==> src/rtl/ctrl_mem_pkg.sv <==
// ctrl_mem_pkg: shared widths, command encodings and FSM state encoding for ctrl_mem_ula
package ctrl_mem_pkg;
  localparam int ADDR_W = 9;
  localparam int DATA_W = 8;
  localparam int OP_W   = 3;
  localparam logic CMD_LOAD = 1'b0;
  localparam logic CMD_OP   = 1'b1;
  typedef enum logic [2:0] {
    S_IDLE  = 3'd0,
    S_LOAD  = 3'd1,
    S_READ  = 3'd2,
    S_EXEC  = 3'd3,
    S_WRITE = 3'd4,
    S_DONE  = 3'd5
  } state_t;
endpackage

==> src/rtl/ctrl_mem_ula.sv <==
// ctrl_mem_ula: command controller sequencing LOAD writes and ALU OPs on a memory/ALU datapath
// Ports: clk/rst (async active-high); cmd_* request with cmd_ready handshake;
//   s_ula ALU result in; cs/we_mem_in/we_resultado strobes, enderecoA/B/endereco_saida,
//   dado_in, opcode to the datapath; done pulse, res_data last result, cmd_count completions.
module ctrl_mem_ula
  import ctrl_mem_pkg::*;
(
  input  logic              clk,
  input  logic              rst,
  input  logic              cmd_valid,
  output logic              cmd_ready,
  input  logic              cmd_kind,
  input  logic [OP_W-1:0]   cmd_opcode,
  input  logic [ADDR_W-1:0] cmd_addr_a,
  input  logic [ADDR_W-1:0] cmd_addr_b,
  input  logic [ADDR_W-1:0] cmd_addr_dst,
  input  logic [DATA_W-1:0] cmd_data,
  input  logic [DATA_W-1:0] s_ula,
  output logic              cs,
  output logic              we_mem_in,
  output logic              we_resultado,
  output logic [ADDR_W-1:0] enderecoA,
  output logic [ADDR_W-1:0] enderecoB,
  output logic [ADDR_W-1:0] endereco_saida,
  output logic [DATA_W-1:0] dado_in,
  output logic [OP_W-1:0]   opcode,
  output logic              done,
  output logic [DATA_W-1:0] res_data,
  output logic [7:0]        cmd_count
);
  state_t            r_state, w_next;
  logic [OP_W-1:0]   r_op;
  logic [ADDR_W-1:0] r_a, r_b, r_dst;
  logic [DATA_W-1:0] r_data, r_res;
  logic [7:0]        r_count;
  logic              w_accept, w_rd;
  assign cmd_ready = !rst && r_state == S_IDLE;
  assign w_accept  = cmd_valid && cmd_ready;
  always_ff @(posedge clk or posedge rst)
    if (rst) r_state <= S_IDLE;
    else     r_state <= w_next;
  always_comb begin
    w_next = S_IDLE;
    case (r_state)
      S_IDLE:  w_next = !w_accept ? S_IDLE : (cmd_kind == CMD_LOAD ? S_LOAD : S_READ);
      S_LOAD:  w_next = S_DONE;
      S_READ:  w_next = S_EXEC;
      S_EXEC:  w_next = S_WRITE;
      S_WRITE: w_next = S_DONE;
      default: w_next = S_IDLE;
    endcase
  end
  // command fields only move on acceptance, so mid-command changes on cmd_* are invisible
  always_ff @(posedge clk or posedge rst)
    if (rst) begin
      r_op   <= '0;
      r_a    <= '0;
      r_b    <= '0;
      r_dst  <= '0;
      r_data <= '0;
    end else if (w_accept) begin
      r_op   <= cmd_opcode;
      r_a    <= cmd_addr_a;
      r_b    <= cmd_addr_b;
      r_dst  <= cmd_addr_dst;
      r_data <= cmd_data;
    end
  always_ff @(posedge clk or posedge rst)
    if (rst) begin
      r_res   <= '0;
      r_count <= '0;
    end else begin
      if (r_state == S_EXEC) r_res <= s_ula;
      if (r_state == S_DONE) r_count <= r_count + 8'd1;
    end
  // the datapath has one cycle of read latency, so A/B/opcode are presented from READ through WRITE
  always_comb begin
    w_rd           = r_state inside {S_READ, S_EXEC, S_WRITE};
    cs             = r_state != S_IDLE;
    we_mem_in      = r_state == S_LOAD;
    we_resultado   = r_state == S_WRITE;
    done           = r_state == S_DONE;
    enderecoA      = w_rd ? r_a : '0;
    enderecoB      = w_rd ? r_b : '0;
    opcode         = w_rd ? r_op : '0;
    endereco_saida = r_state inside {S_LOAD, S_WRITE} ? r_dst : '0;
    dado_in        = r_state == S_LOAD ? r_data : '0;
    res_data       = r_res;
    cmd_count      = r_count;
  end
endmodule

==> config.mk <==
export PLATFORM = sky130hd
export DESIGN_NAME = ctrl_mem_ula
export DESIGN_NICKNAME = d
export VERILOG_FILES = /design/src/rtl/ctrl_mem_pkg.sv /design/src/rtl/ctrl_mem_ula.sv
export SDC_FILE = /design/constraint.sdc
export NUM_CORES = 1
export LEC_CHECK = 0
export ABC_AREA = 1
export CELL_PAD_IN_SITES_DETAIL_PLACEMENT = 1
export CELL_PAD_IN_SITES_GLOBAL_PLACEMENT = 2
export CORE_ASPECT_RATIO = 0.6
export CORE_MARGIN = 10
export CORE_UTILIZATION = 21
export CTS_CLUSTER_SIZE = 10
export DETAILED_ROUTE_END_ITERATION = 12
export PLACE_DENSITY = 0.75
export SLEW_MARGIN = 20
export SYNTH_ARGS = -nofsm -noshare
export SYNTH_HDL_FRONTEND = slang
export SYNTH_SLANG_ARGS = --single-unit
==> constraint.sdc <==
create_clock -name clk -period 1.95 [get_ports clk]
set_input_delay 0.585 -clock clk [delete_from_list [all_inputs] [get_ports clk]]
set_output_delay 0.585 -clock clk [all_outputs]
set_load 0.05 [all_outputs]
==> results of run 1 <==
## synthesized netlist by cell type
master    instances
nand3_2           2
xor2_1            2
nor2_2            1
clkbuf_1          1
buf_2             5
buf_1             1
ha_1              1
nor2_1           85
nand4_1           1
dfrtp_1          57
nand3_1          13
nand4_2           1
xnor2_1           1
inv_2             4
o21ai_0           1
buf_6             4
a21oi_1           8
o21ai_1           2
nand2_1          47
inv_1            47
a21oi_2          30
## tightest hold or removal path, stage by stage (launching register included)
cell     delay [ns]
dfrtp_1        0.34
nand2_1        0.06
nand2_1        0.05
## area by class of cell
type | instances | share of cell area, %
Clock buffer | 14 | 5.321
Clock inverter | 2 | 0.1875
Inverter | 51 | 4.266
Multi-Input combinational cell | 196 | 24.94
Sequential cell | 57 | 26.75
Tap cell | 165 | 3.868
Timing Repair Buffer | 135 | 34.67
## logic make-up (layout without fill, tap and decap cells)
group	after synthesis	count (layout)
adders and majority gates	1	1
buffers and inverters	62	202
xor gates and xnor gates	3	3
DFF	57	57
and+or+nand+nor	150	151
AOI/OAI and AO/OA	41	41
## stage by stage
step	setup TNS, ns	total power, mW	instance area (sq um)
2_1_floorplan	-13.88	5.797	2819
3_3_place_gp	-6.572	8.891	4581
3_5_place_dp	-8.382	9.021	4581
4_1_cts	-6.604	11.49	5219
5_1_grt	-9.199	12.23	5338
6_report	-6.105	11.61	5338
## layout by cell type, fill, tap and decap left out, types with 3 or more instances in the layout
cell	instances
dfrtp_1	56
inv_1	43
buf_12	54
clkdlybuf4s50_1	48
nor2_1	45
clkbuf_8	4
clkbuf_16	10
nand2_1	43
inv_4	3
a21oi_1	8
nor2_4	42
a21oi_2	30
nand3_1	13
buf_4	27
buf_6	3
## what timing repair did
item | CTS | global route
endpoints found under the setup margin | 41 | 43
hold buffers | 0 | 0
gates cloned | 1 | 1
gates resized for setup | 55 | 17
pin swaps | 3 | 7
buffers inserted | 8 | 9
## power by group
part / switching (mW) / total (mW) / internal, mW
Sequential: 0.254 / 1.95 / 1.70
Combinational: 4.66 / 8.13 / 3.47
Clock: 0.532 / 1.53 / 0.993
## per-layer routing
metal  up-vias  GRT usage, %  routed length, um
met2        71         16.38               4353
met3         9         6.570                967
met1      1201         13.26               4369
li1       1227             -                  -
met5         -             0                  0
met4         0         2.834                 73
## sequential cells by signal, summed over array words and instances (netlist names)
signal,flops
r_data,8
r_dst,9
r_b,9
cmd_count,8
r_state,3
r_op,3
r_a,9
res_data,8
## worst min path at each step
stage                     start     endpoint  slack (ns)  cells past startpoint
finish              res_data[0]  res_data[0]        0.48                      2
detailed placement  res_data[0]  res_data[0]        0.47                      2
global placement    res_data[6]  res_data[6]        0.46                      2
CTS                 res_data[0]  res_data[0]        0.48                      2
global route        res_data[2]  res_data[2]        0.51                      2
floorplan             r_data[0]    r_data[0]        0.50                      2
==> impl_metrics.ini, run 1 <==
[cells_and_area]
fillers = 1348
stdcell_count = 620
final_util_pct = 43.69
fin_nets = 501
multi_input_comb_area_sq_um = 1331
syn_to_final_growth_pct = 100.8
seq_area_sq_um = 1428
layout-drive-gt1-share_pct = 41.54
n_antenna_cell = 0

[yosys]
yosys.area_share.simple_pct = 22.79
synth_top_cell_area_share_pct = 53.67
synthCells = 314
synth_xor_area_share_pct = 0.9887
yosysWarningCount = 0
synth_fp_nets = 365
yosys.area_share.adder_pct = 0.4708
synth-compound-area-share_pct = 11.96
synth.cell_area_sq_um = 2658
yosysUniqueCellTypes = 21
ys_top_cells_by_area = dfrtp_1 (54%), nor2_1 (12%), a21oi_2 (9.9%)
syn_avg_cell_area_sq_um = 8.464
synth_seq_cells = 57
synthMuxAreaShare_pct = 0
post-synth-top-area-cell = dfrtp_1
synth_top_family_by_area = simple AND/OR/NAND/NOR gates
ys_seq_area_share_pct = 53.67

[pwr]
power.density_nw_per_um2 = 2174
max-vdd-ir-drop_v = 0.001438
p_leak_nw = 2.430

[sta]
tightest_slew_ns = 0.7631
setup_viol = 41
slew_violations = 0
slew_headroom_pct = 49.12
rsz0062_at_grt = true
worst_hold_slack_ns = 0.4776
skew_ns = 0.005667
hold_viol = 0
fin_crit_ns = 2.143
period_share_pct = 109.9
finalWorstSetupSlack_ns = -0.1926
fmax_mhz = 466.7

[placement]
gp_congestion = 0.7557
dp_hpwl_um = 6916
portBuffers = 108
dpl.cell_count = 589
pre_cts_ws_ns = -0.3820

[clock_tree]
cts.path.max_buffers = 2
cts_tree = yes
cts_buffers = 9
clk_latency_ns = 0.33
htree_levels = 3
clkTransAtPathRegs_ns = 0.05
cts_num_sinks = 57
cts_root_buf = clkbuf_16

[global_route]
grt_max_degree = 58
grt_pass1_wl_um = 15260
grt_pass1_vias = 2798
antenna_found_initial = 0
grtUsageTotal_pct = 11.03
grt_overflow_total = 0

[floorplanning]
start_util_pct = 21.75
io_pins = 109
num_rows = 31
die_x_um = 165.2
die_y_um = 107.1
die_area_sq_um = 17700
core_area_sq_um = 12220

[critical_path]
critical_path.cell_chain = inv_2 -> buf_6 -> nand3_4 -> buf_12 -> nor2_4 -> buf_12
rr_worst_depth = 8
crit_path_start_kind = flip-flop
r2r_end = r_data[2]
required_ns = 1.36
crit_slowest_cell = dfrtp_1
critPathLaunch = r_state[2]
cpPeakStageDelay_ns = 0.42
critical_path_class = flip-flop to output port
cp_top_family = buffers and inverters
path_depth = 6
crit_end = dado_in[1]
critPathBufInv = 4
arrival_ns = 1.56
crit_top_cell = buf_12
rrSetupSlack_ns = 0.38
cp-end-kind = output port
critical_path.max_fanout = 5
worstReg2RegStart = r_state[0]

[job]
drv_cap = 0

[route]
route.detailed.wl_per_inst_um = 15.75
drc_errors = 0
drt_iter0_drc = 90
drtPass1Iterations = 4
ant_nets = 0
vias = 2508
routed_wl_um = 9764
routed_via_density = 4.045

[outcome]
violations = setup timing
status = finished, violations left

[worst_hold_path]
min_path_type = flip-flop to flip-flop
Note: power is estimated with default switching activity, not from simulation.
==> run 2: changes to the inputs <==
- ABC_CLOCK_PERIOD_IN_PS: not set -> 1950
- CORE_UTILIZATION: 21 -> 31
- DONT_BUFFER_PORTS: not set -> 1
- PLACE_DENSITY: 0.75 -> 0.74
==> impl_metrics.ini, run 2 (same netlist as run 1, synthesis figures left out) <==
[outcome]
status = finished, violations left
violations = setup timing

[global_route]
use_met3_pct = 7.467
grt_pass1_vias = 2541
grt_pass1_wl_um = 14620
busiest_layer = met2
grtUsageTotal_pct = 14.36
grt_max_degree = 58
met1_usage_pct = 17.90
grtUsageMet2_pct = 21.51
grt_overflow_total = 0
antenna_found_initial = 0

[placement]
place_area_sq_um = 3676
dp_hpwl_um = 6434
gp_congestion = 0.7665
portBuffers = 0
dpl.cell_count = 469

[floorplanning]
core_area_sq_um = 8426
die_area_sq_um = 12800
die_y_um = 91.72
start_util_pct = 31.54
io_pins = 109
die_x_um = 139.5
num_rows = 26

[clock_tree]
clk_latency_ns = 0.32
cts_num_sinks = 57
cts_hold_buf = 0
cts_buffers = 9
cts.path.max_buffers = 2
htree_levels = 3
cts_tree = yes
clkTransAtPathRegs_ns = 0.05
cts_root_buf = clkbuf_16

[critical_path]
cp-end-kind = output port
crit_path_start_kind = flip-flop
worstReg2RegStart = r_state[2]
arrival_ns = 1.57
critical_path_class = flip-flop to output port
r2r_end = r_b[0]
rrSetupSlack_ns = 0.35
crit_end = enderecoB[0]
rr_worst_depth = 7
critical_path.max_fanout = 11
required_ns = 1.36
critPathLaunch = r_state[2]

[route]
drtPass1Iterations = 4
drt_iter0_drc = 81
ant_nets = 0
routed_wl_um = 9198
vias = 2288
drc_errors = 0
routed_via_density = 4.604
route.detailed.wl_per_inst_um = 18.51

[sta]
hold_viol = 0
slew_headroom_pct = 48.95
skew_ns = 0.003271
slew_violations = 0
period_share_pct = 110.8
rsz0062_at_grt = true
fmax_mhz = 463.0
worst_hold_slack_ns = 0.3955
finalWorstSetupSlack_ns = -0.2098
fin_crit_ns = 2.160
setup_viol = 40
tightest_slew_ns = 0.7658

[job]
drv_cap = 0

[cells_and_area]
n_antenna_cell = 0
final_area_sq_um = 4379
biggestRegsByFlops = r_a: 9 flops, r_b: 9 flops, r_dst: 9 flops
fin_nets = 433
stdcell_count = 497
layout-drive-gt1-share_pct = 42.86
syn_to_final_growth_pct = 64.78
fillers = 945
final_cell_mix = dfrtp_1 (56), nor2_1 (45), inv_1 (44)
layout_commonest_cell = dfrtp_1

[worst_hold_path]
min_path_type = primary input to flip-flop
min_from = cmd_kind
[run 2: changes by cell type in the layout (fill, tap and decap cells not counted), sizes merged]
| cell | change |
|---|---|
| buf | -18 |
| clkinv | -2 |
| clkdlybuf4s50 | -48 |
| dlymetal6s2s | -1 |
| nor2 | -1 |
[run 2: worst min path at each step]
stage / end / slack [ns] / depth (start not counted)
3_3_place_gp: r_data[6] / 0.51 / 2
3_5_place_dp: r_data[4] / 0.53 / 2
6_report: r_state[0] / 0.40 / 1
2_1_floorplan: r_data[0] / 0.50 / 2
5_1_grt: r_state[0] / 0.38 / 1
4_1_cts: r_state[0] / 0.37 / 1
[run 2: area by class of cell]
| cell class | instances | area, sq um | area share [%] |
|---|---|---|---|
| timing repair buffer | 68 | 1031 | 23.54 |
| inverter | 51 | 220.2 | 5.029 |
| multi-input combinational | 195 | 1296 | 29.60 |
| tap | 112 | 140.1 | 3.200 |
| clock buffer | 14 | 264.0 | 6.029 |
| sequential | 57 | 1428 | 32.60 |
[run 2: worst max-delay path, cell delays in order, from the launching register on]
cell and delay (ns):
dfrtp_1 0.43, inv_2 0.07, nand2_2 0.08, inv_2 0.06, nor2_4 0.19, buf_12 0.21
nor2_2 0.06, buf_12 0.14
[run 2: layer usage]
layer,vias to the layer above,wire length (um)
met5,-,0
met4,0,76
li1,1088,-
met2,80,4146
met3,8,945
met1,1112,4030
[run 2: metrics by stage]
step | util [%] | setup TNS [ns] | setup slack [ns]
floorplan | - | -13.88 | -0.2983
global placement | 43.63 | 0 | 0.1423
detailed placement | 43.63 | 0 | 0.09319
CTS | 50.59 | -6.728 | -0.1959
global route | 51.98 | -10.03 | -0.2955
finish | 51.98 | -6.582 | -0.2098
[run 2: timing repair]
| item | 4_1_cts | 5_1_grt |
|---|---|---|
| endpoints found under the setup margin | 41 | 41 |
| gates resized for setup | 63 | 20 |
| cloned | 2 | 1 |
| setup buffers | 7 | 4 |
| pin swaps | 4 | 4 |
Power of run 2 is left out: the tool's default activity adds up to more than one toggle a clock period on the data nets, which glitch-free logic cannot reach.
==> run 3: changes to the inputs <==
- CAP_MARGIN: not set -> 0
==> results of run 3 <==
The final DEF is identical to that of run 2; final timing and power are the same.
Power of run 3 is left out for the same reason.
